### src/rtl/pool_row_feeder_pkg.sv
// pool_row_feeder_pkg: FSM state encodings and default sizes
// shared by the row-pair feeder and the 2x2 max-pool array.
package pool_row_feeder_pkg;

  localparam int PRF_DW      = 16;
  localparam int PRF_ROW_W   = 28;
  localparam int PRF_ROWS    = 28;
  // Must match the pool array's unit count.
  localparam int PRF_MAX_NUM = 15;

  typedef enum logic [1:0] {
    S_EVEN,
    S_ODD,
    S_POOL,
    S_OUT
  } state_e;

endpackage

### src/rtl/pool_row_feeder_row_pair_buf.sv
// row_pair_buf: even/odd feature-map row registers.
// Ports: clk, rst, ld_even_i, ld_odd_i, row_i, pair_o ({odd,even}).
module row_pair_buf
  import pool_row_feeder_pkg::*;
#(
  parameter int DW    = PRF_DW,
  parameter int ROW_W = PRF_ROW_W
) (
  input  logic                    clk,
  input  logic                    rst,
  input  logic                    ld_even_i,
  input  logic                    ld_odd_i,
  input  logic [ROW_W*DW-1:0]     row_i,
  output logic [2*ROW_W*DW-1:0]   pair_o
);

  localparam int RW = ROW_W * DW;

  logic [RW-1:0] even_q;
  logic [RW-1:0] odd_q;

  always_ff @(posedge clk) begin
    if (rst) begin
      even_q <= '0;
      odd_q  <= '0;
    end else begin
      if (ld_even_i) even_q <= row_i;
      if (ld_odd_i)  odd_q  <= row_i;
    end
  end

  assign pair_o = {odd_q, even_q};

endmodule

### src/rtl/pool_row_feeder.sv
// pool_row_feeder: pairs conv rows, fires the pool array, emits
// pooled rows. Ports: in_* row stream, fm_out/max_en/pool_result
// to the pool array, out_* pooled stream, frame_done pulse.
module pool_row_feeder
  import pool_row_feeder_pkg::*;
#(
  parameter int DW       = PRF_DW,
  parameter int ROW_W    = PRF_ROW_W,
  parameter int ROWS     = PRF_ROWS,
  parameter int MAX_NUM  = PRF_MAX_NUM,
  parameter int POOL_LAT = 1
) (
  input  logic                          clk,
  input  logic                          rst,
  input  logic                          in_valid,
  output logic                          in_ready,
  input  logic [ROW_W*DW-1:0]           in_row,
  output logic [2*ROW_W*DW-1:0]         fm_out,
  output logic [MAX_NUM-1:0]            max_en,
  input  logic [MAX_NUM*DW-1:0]         pool_result,
  output logic                          out_valid,
  input  logic                          out_ready,
  output logic [(ROW_W/2)*DW-1:0]       out_row,
  output logic                          out_last,
  output logic                          frame_done
);

  localparam int HALF  = ROW_W / 2;
  localparam int HW    = HALF * DW;
  localparam int LASTP = ROWS / 2 - 1;
  localparam int PW    = (ROWS / 2 > 1) ? $clog2(ROWS / 2) : 1;

  state_e             state_q;
  logic [1:0]         lat_q;
  logic [PW-1:0]      pair_q;
  logic [MAX_NUM-1:0] max_en_q;
  logic [HW-1:0]      out_row_q;
  logic               out_valid_q;
  logic               out_last_q;
  logic               frame_done_q;

  logic [MAX_NUM-1:0] en_mask;
  logic               acc;
  logic               last_pair;
  logic               unused_pool;

  always_comb begin
    en_mask = '0;
    for (int i = 0; i < HALF; i++) begin
      en_mask[i] = 1'b1;
    end
  end

  // rst wins over any handshake in the same cycle.
  assign in_ready  = !rst &&
                     (state_q == S_EVEN ||
                      state_q == S_ODD);
  assign acc       = in_valid && in_ready;
  assign last_pair = (pair_q == PW'(LASTP));

  // Units beyond ROW_W/2 are never enabled.
  assign unused_pool = ^pool_result;

  row_pair_buf #(
    .DW    (DW),
    .ROW_W (ROW_W)
  ) u_buf (
    .clk       (clk),
    .rst       (rst),
    .ld_even_i (acc && state_q == S_EVEN),
    .ld_odd_i  (acc && state_q == S_ODD),
    .row_i     (in_row),
    .pair_o    (fm_out)
  );

  always_ff @(posedge clk) begin
    if (rst) begin
      state_q      <= S_EVEN;
      lat_q        <= '0;
      pair_q       <= '0;
      max_en_q     <= '0;
      out_row_q    <= '0;
      out_valid_q  <= 1'b0;
      out_last_q   <= 1'b0;
      frame_done_q <= 1'b0;
    end else begin
      max_en_q     <= '0;
      frame_done_q <= 1'b0;
      unique case (state_q)
        S_EVEN: begin
          if (in_valid) state_q <= S_ODD;
        end
        S_ODD: begin
          if (in_valid) begin
            state_q  <= S_POOL;
            max_en_q <= en_mask;
            lat_q    <= 2'(POOL_LAT);
          end
        end
        S_POOL: begin
          // Counter hits 0 POOL_LAT cycles after max_en.
          if (lat_q == 2'd0) begin
            out_row_q   <= pool_result[HW-1:0];
            out_valid_q <= 1'b1;
            out_last_q  <= last_pair;
            state_q     <= S_OUT;
          end else begin
            lat_q <= lat_q - 2'd1;
          end
        end
        S_OUT: begin
          if (out_ready) begin
            out_valid_q  <= 1'b0;
            out_last_q   <= 1'b0;
            frame_done_q <= last_pair;
            pair_q       <= last_pair ? '0
                                      : pair_q + 1'b1;
            state_q      <= S_EVEN;
          end
        end
        default: state_q <= S_EVEN;
      endcase
    end
  end

  assign max_en     = max_en_q;
  assign out_row    = out_row_q;
  assign out_valid  = out_valid_q;
  assign out_last   = out_last_q;
  assign frame_done = frame_done_q;

endmodule

### config.mk
export PLATFORM = sky130hd
export DESIGN_NAME = pool_row_feeder
export DESIGN_NICKNAME = d
export VERILOG_FILES = /design/src/rtl/pool_row_feeder_pkg.sv /design/src/rtl/pool_row_feeder_row_pair_buf.sv /design/src/rtl/pool_row_feeder.sv
export SDC_FILE = /design/constraint.sdc
export NUM_CORES = 2
export LEC_CHECK = 0
export ABC_AREA = 1
export BUFFER_PORTS_ARGS = -buffer_cell sky130_fd_sc_hd__clkbuf_2
export CORE_AREA = 3 3 718 720
export CTS_BUF_LIST = sky130_fd_sc_hd__clkbuf_2 sky130_fd_sc_hd__clkbuf_4 sky130_fd_sc_hd__clkbuf_8
export CTS_CLUSTER_DIAMETER = 200
export CTS_CLUSTER_SIZE = 25
export DETAILED_ROUTE_END_ITERATION = 8
export DIE_AREA = 0 0 721 723
export PLACE_DENSITY = 0.3
export SLEW_MARGIN = 10
export SYNTH_ARGS = -nofsm -noshare
export SYNTH_HDL_FRONTEND = slang
export SYNTH_SLANG_ARGS = --single-unit
### constraint.sdc
create_clock -name clk -period 3.63 [get_ports clk]
set_input_delay 1.089 -clock clk [delete_from_list [all_inputs] [get_ports clk]]
set_output_delay 1.089 -clock clk [all_outputs]
set_load 0.05 [all_outputs]
==> impl_metrics.toml <==
[setup_path]
path_max_fanout = 4
worst_setup_path_start_kind = "register"
timing.critical_path.cells = "inv_1 > ha_1 > inv_1 > a21oi_1 > clkbuf_4"
cp-end-kind = "output pin"
crit_top_cell = "inv_1"
required_ns = 2.54
slowest_stage = "dfxtp_1"
reg2regPathDepth = 7
regToRegEndpoint = "out_row[168]"
critPathKind = "register to output pin"
rrSetupSlack_ns = 1.23
cp.arrival_ns = 2.23
critPathMaxStageDelay_ns = 0.37
r2r-start = "state_q[0]"

[worst_hold_path]
hold_class = "input pin to register"
min_to = "u_buf.odd_q[362]"
hold_path_depth = 3
hold_start = "in_row[362]"

[die]
core_area_sq_mm = 0.509
rows = 262
ios = 1831
dieHeight_um = 723
die_w_um = 721
initial_utilization_pct = 7.65
dieArea_sq_mm = 0.521

[synthesis]
ys_seq_elements = 1132
synthMuxAreaShare_pct = 0
synth_top_area_share_pct = 58.2
yosys.area_share.simple_pct = 22.2
syn_nets = 5662
seq_area_frac_synth_pct = 58.2
synthXorXnorAreaFrac_pct = 0
syn_area_sq_mm = 0.0389
ys_types = 21
synth_top_family_by_area = "simple AND/OR/NAND/NOR gates"
synth_compound_area_share_pct = 14.5
yosysWarnings = 0
synthAdderAreaFrac_pct = 0.161
yosysTopAreaCell = "dfxtp_1"
synthCells = 4965
synth.area.top_cells = "dfxtp_1 (58%), nor2_1 (12%), nand2_1 (10%), a21oi_1 (9.8%), o21ai_0 (4.7%)"
avgSynthCellArea_sq_um = 7.84

[place]
pre_cts_ws_ns = 0.654
hpwl_mm = 288
numPortBuffers = 1813
place.gp.congestion = 0.909

[timing]
max_freq_mhz = 301
finalCritPeriodShare_pct = 91.5
finalSetupViolations = 0
finalSetupTns_ns = 0
final.setup.worst_slack_ns = 0.310
tightest_slew_ns = 1.14
max_slew_margin_pct = 23.8
report.final.hold_viol_count = 0
finalMaxSlewViolations = 0
period_minus_slack_ns = 3.32
clock_skew_ns = 0.0612
rsz0062_at_grt = "no"

[clock_network]
cts_setup_buffers = 0
cts_sinks = 1132
cts_tree = "yes"
cts_hold_buf = 0
clk_pin_slew_ns = 0.17
cts_buffers = 56
cts_resized = 1
clock_tree.buffer_depth = 3
clock_latency_ns = 0.95
h-tree-depth = 2
ctsRootBufferMaster = "clkbuf_8"

[routing]
wl_per_cell_um = 25.6
route.detailed.drc = 0
routed.top_layer = "met5"
via_per_inst = 3.01
initialDrtViolationCount = 2582
drt-total-wl_mm = 342
ant_nets = 0
drt-met1-wl_mm = 136
vias = 40200
dr_wl_met3_mm = 27.9
wl_met2_mm = 168
drt_pass1_iterations = 5

[cells_and_area]
final_common_cell = "clkbuf_2"
multi_input_comb_area_sq_mm = 0.0144
drive_above_1_share_pct = 30.3
mostFrequentLayoutCells = "clkbuf_2 (1811), nor2_1 (1197), dfxtp_1 (1132)"
nets = 7246
syn_to_final_growth_pct = 46.6
seqCellArea_sq_mm = 0.0227
finish.utilization_pct = 11.2
fillers = 59700

[job]
max_cap_viol_count = 0

[pwr]
power.total_mw = 47.5
ir_drop_uv = 266
powerDensity_mw_per_mm2 = 833
p_leak_nw = 23.3

[run_status]
status = "finished, final reports clean"

[global_route]
antenna_found_initial = 313
grt_pass1_vias = 37700
grt-ovfl-total = 0
track_usage_pct = 12.5
grt_start_max_net_pins = 124
grt_pass1_wl_mm = 427
-- per-layer routing --
| metal | up-vias | global-route usage, % |
|---|---|---|
| met5 | - | 0 |
| met4 | 76 | 2.60 |
| met3 | 672 | 4.16 |
| met2 | 1769 | 22.2 |
| met1 | 18700 | 14.5 |
| li1 | 19000 | - |
-- stage by stage --
stage / std cells / instance area [sq um] / hold WS (ns)
2_1_floorplan: 4965 / 38900 / 0.437
3_3_place_gp: 13200 / 55900 / 0.450
3_5_place_dp: 13200 / 55900 / 0.453
4_1_cts: 13300 / 56900 / 0.0620
5_1_grt: 13300 / 57000 / 0.155
6_report: 13400 / 57100 / 0.333
-- worst max path at each step --
stage	depth (start not counted)	end	start	slack (ns)
5_1_grt	5	in_ready	state_q[1]	0.01
2_1_floorplan	4	in_ready	rst	0.12
6_report	5	in_ready	state_q[1]	0.31
3_5_place_dp	6	u_buf.odd_q[223]	in_valid	0.65
3_3_place_gp	6	u_buf.odd_q[212]	in_valid	0.64
4_1_cts	5	in_ready	state_q[1]	0.06
-- synth_stat cells (all sizes together) --
cell / count
nor2: 1198
a21oi: 760
buf: 241
or2: 1
o21bai: 1
ha: 5
conb: 1
dfxtp: 1132
inv: 21
clkbuf: 144
o21ai: 368
nor3: 1
nand3: 9
nand2: 1083
-- registers in the layout, indices dropped and copies added, names as in the netlist --
name          flops
out_row         224
pair_q            4
frame_done        1
state_q           2
lat_q             2
max_en            1
out_valid         1
out_last          1
u_buf.even_q    448
u_buf.odd_q     448
-- worst max-delay path, delay by kind of cell, from the launching register on --
| family | cells | cell delay (ns) |
|---|---|---|
| AOI/OAI and AO/OA | 1 | 0.15 |
| buffers and inverters | 3 | 0.43 |
| DFF | 1 | 0.37 |
| adders and majority gates | 1 | 0.33 |
-- final cells by class --
class / instances / area share [%]
sequential: 1132 / 39.7
multi-input combinational: 3427 / 25.2
timing repair buffer: 1911 / 18.2
tap: 6732 / 14.8
clock buffer: 59 / 1.41
clock inverter: 11 / 0.322
antenna: 57 / 0.250
inverter: 21 / 0.178
-- power by group --
| part | total [mW] | leakage, nW | internal [mW] | switching [mW] |
|---|---|---|---|---|
| logic | 23.9 | 13.5 | 4.61 | 19.3 |
| registers | 17.2 | 9.29 | 15.5 | 1.66 |
| clock network | 6.45 | 0.503 | 1.57 | 4.88 |
-- cells by family after synthesis --
group           count (synthesis)
other cells                     1
compound gates               1129
buf+inv                       406
fa+ha+maj                       5
simple gates                 2292
flops                        1132
Note: power is estimated with default switching activity, not from simulation.
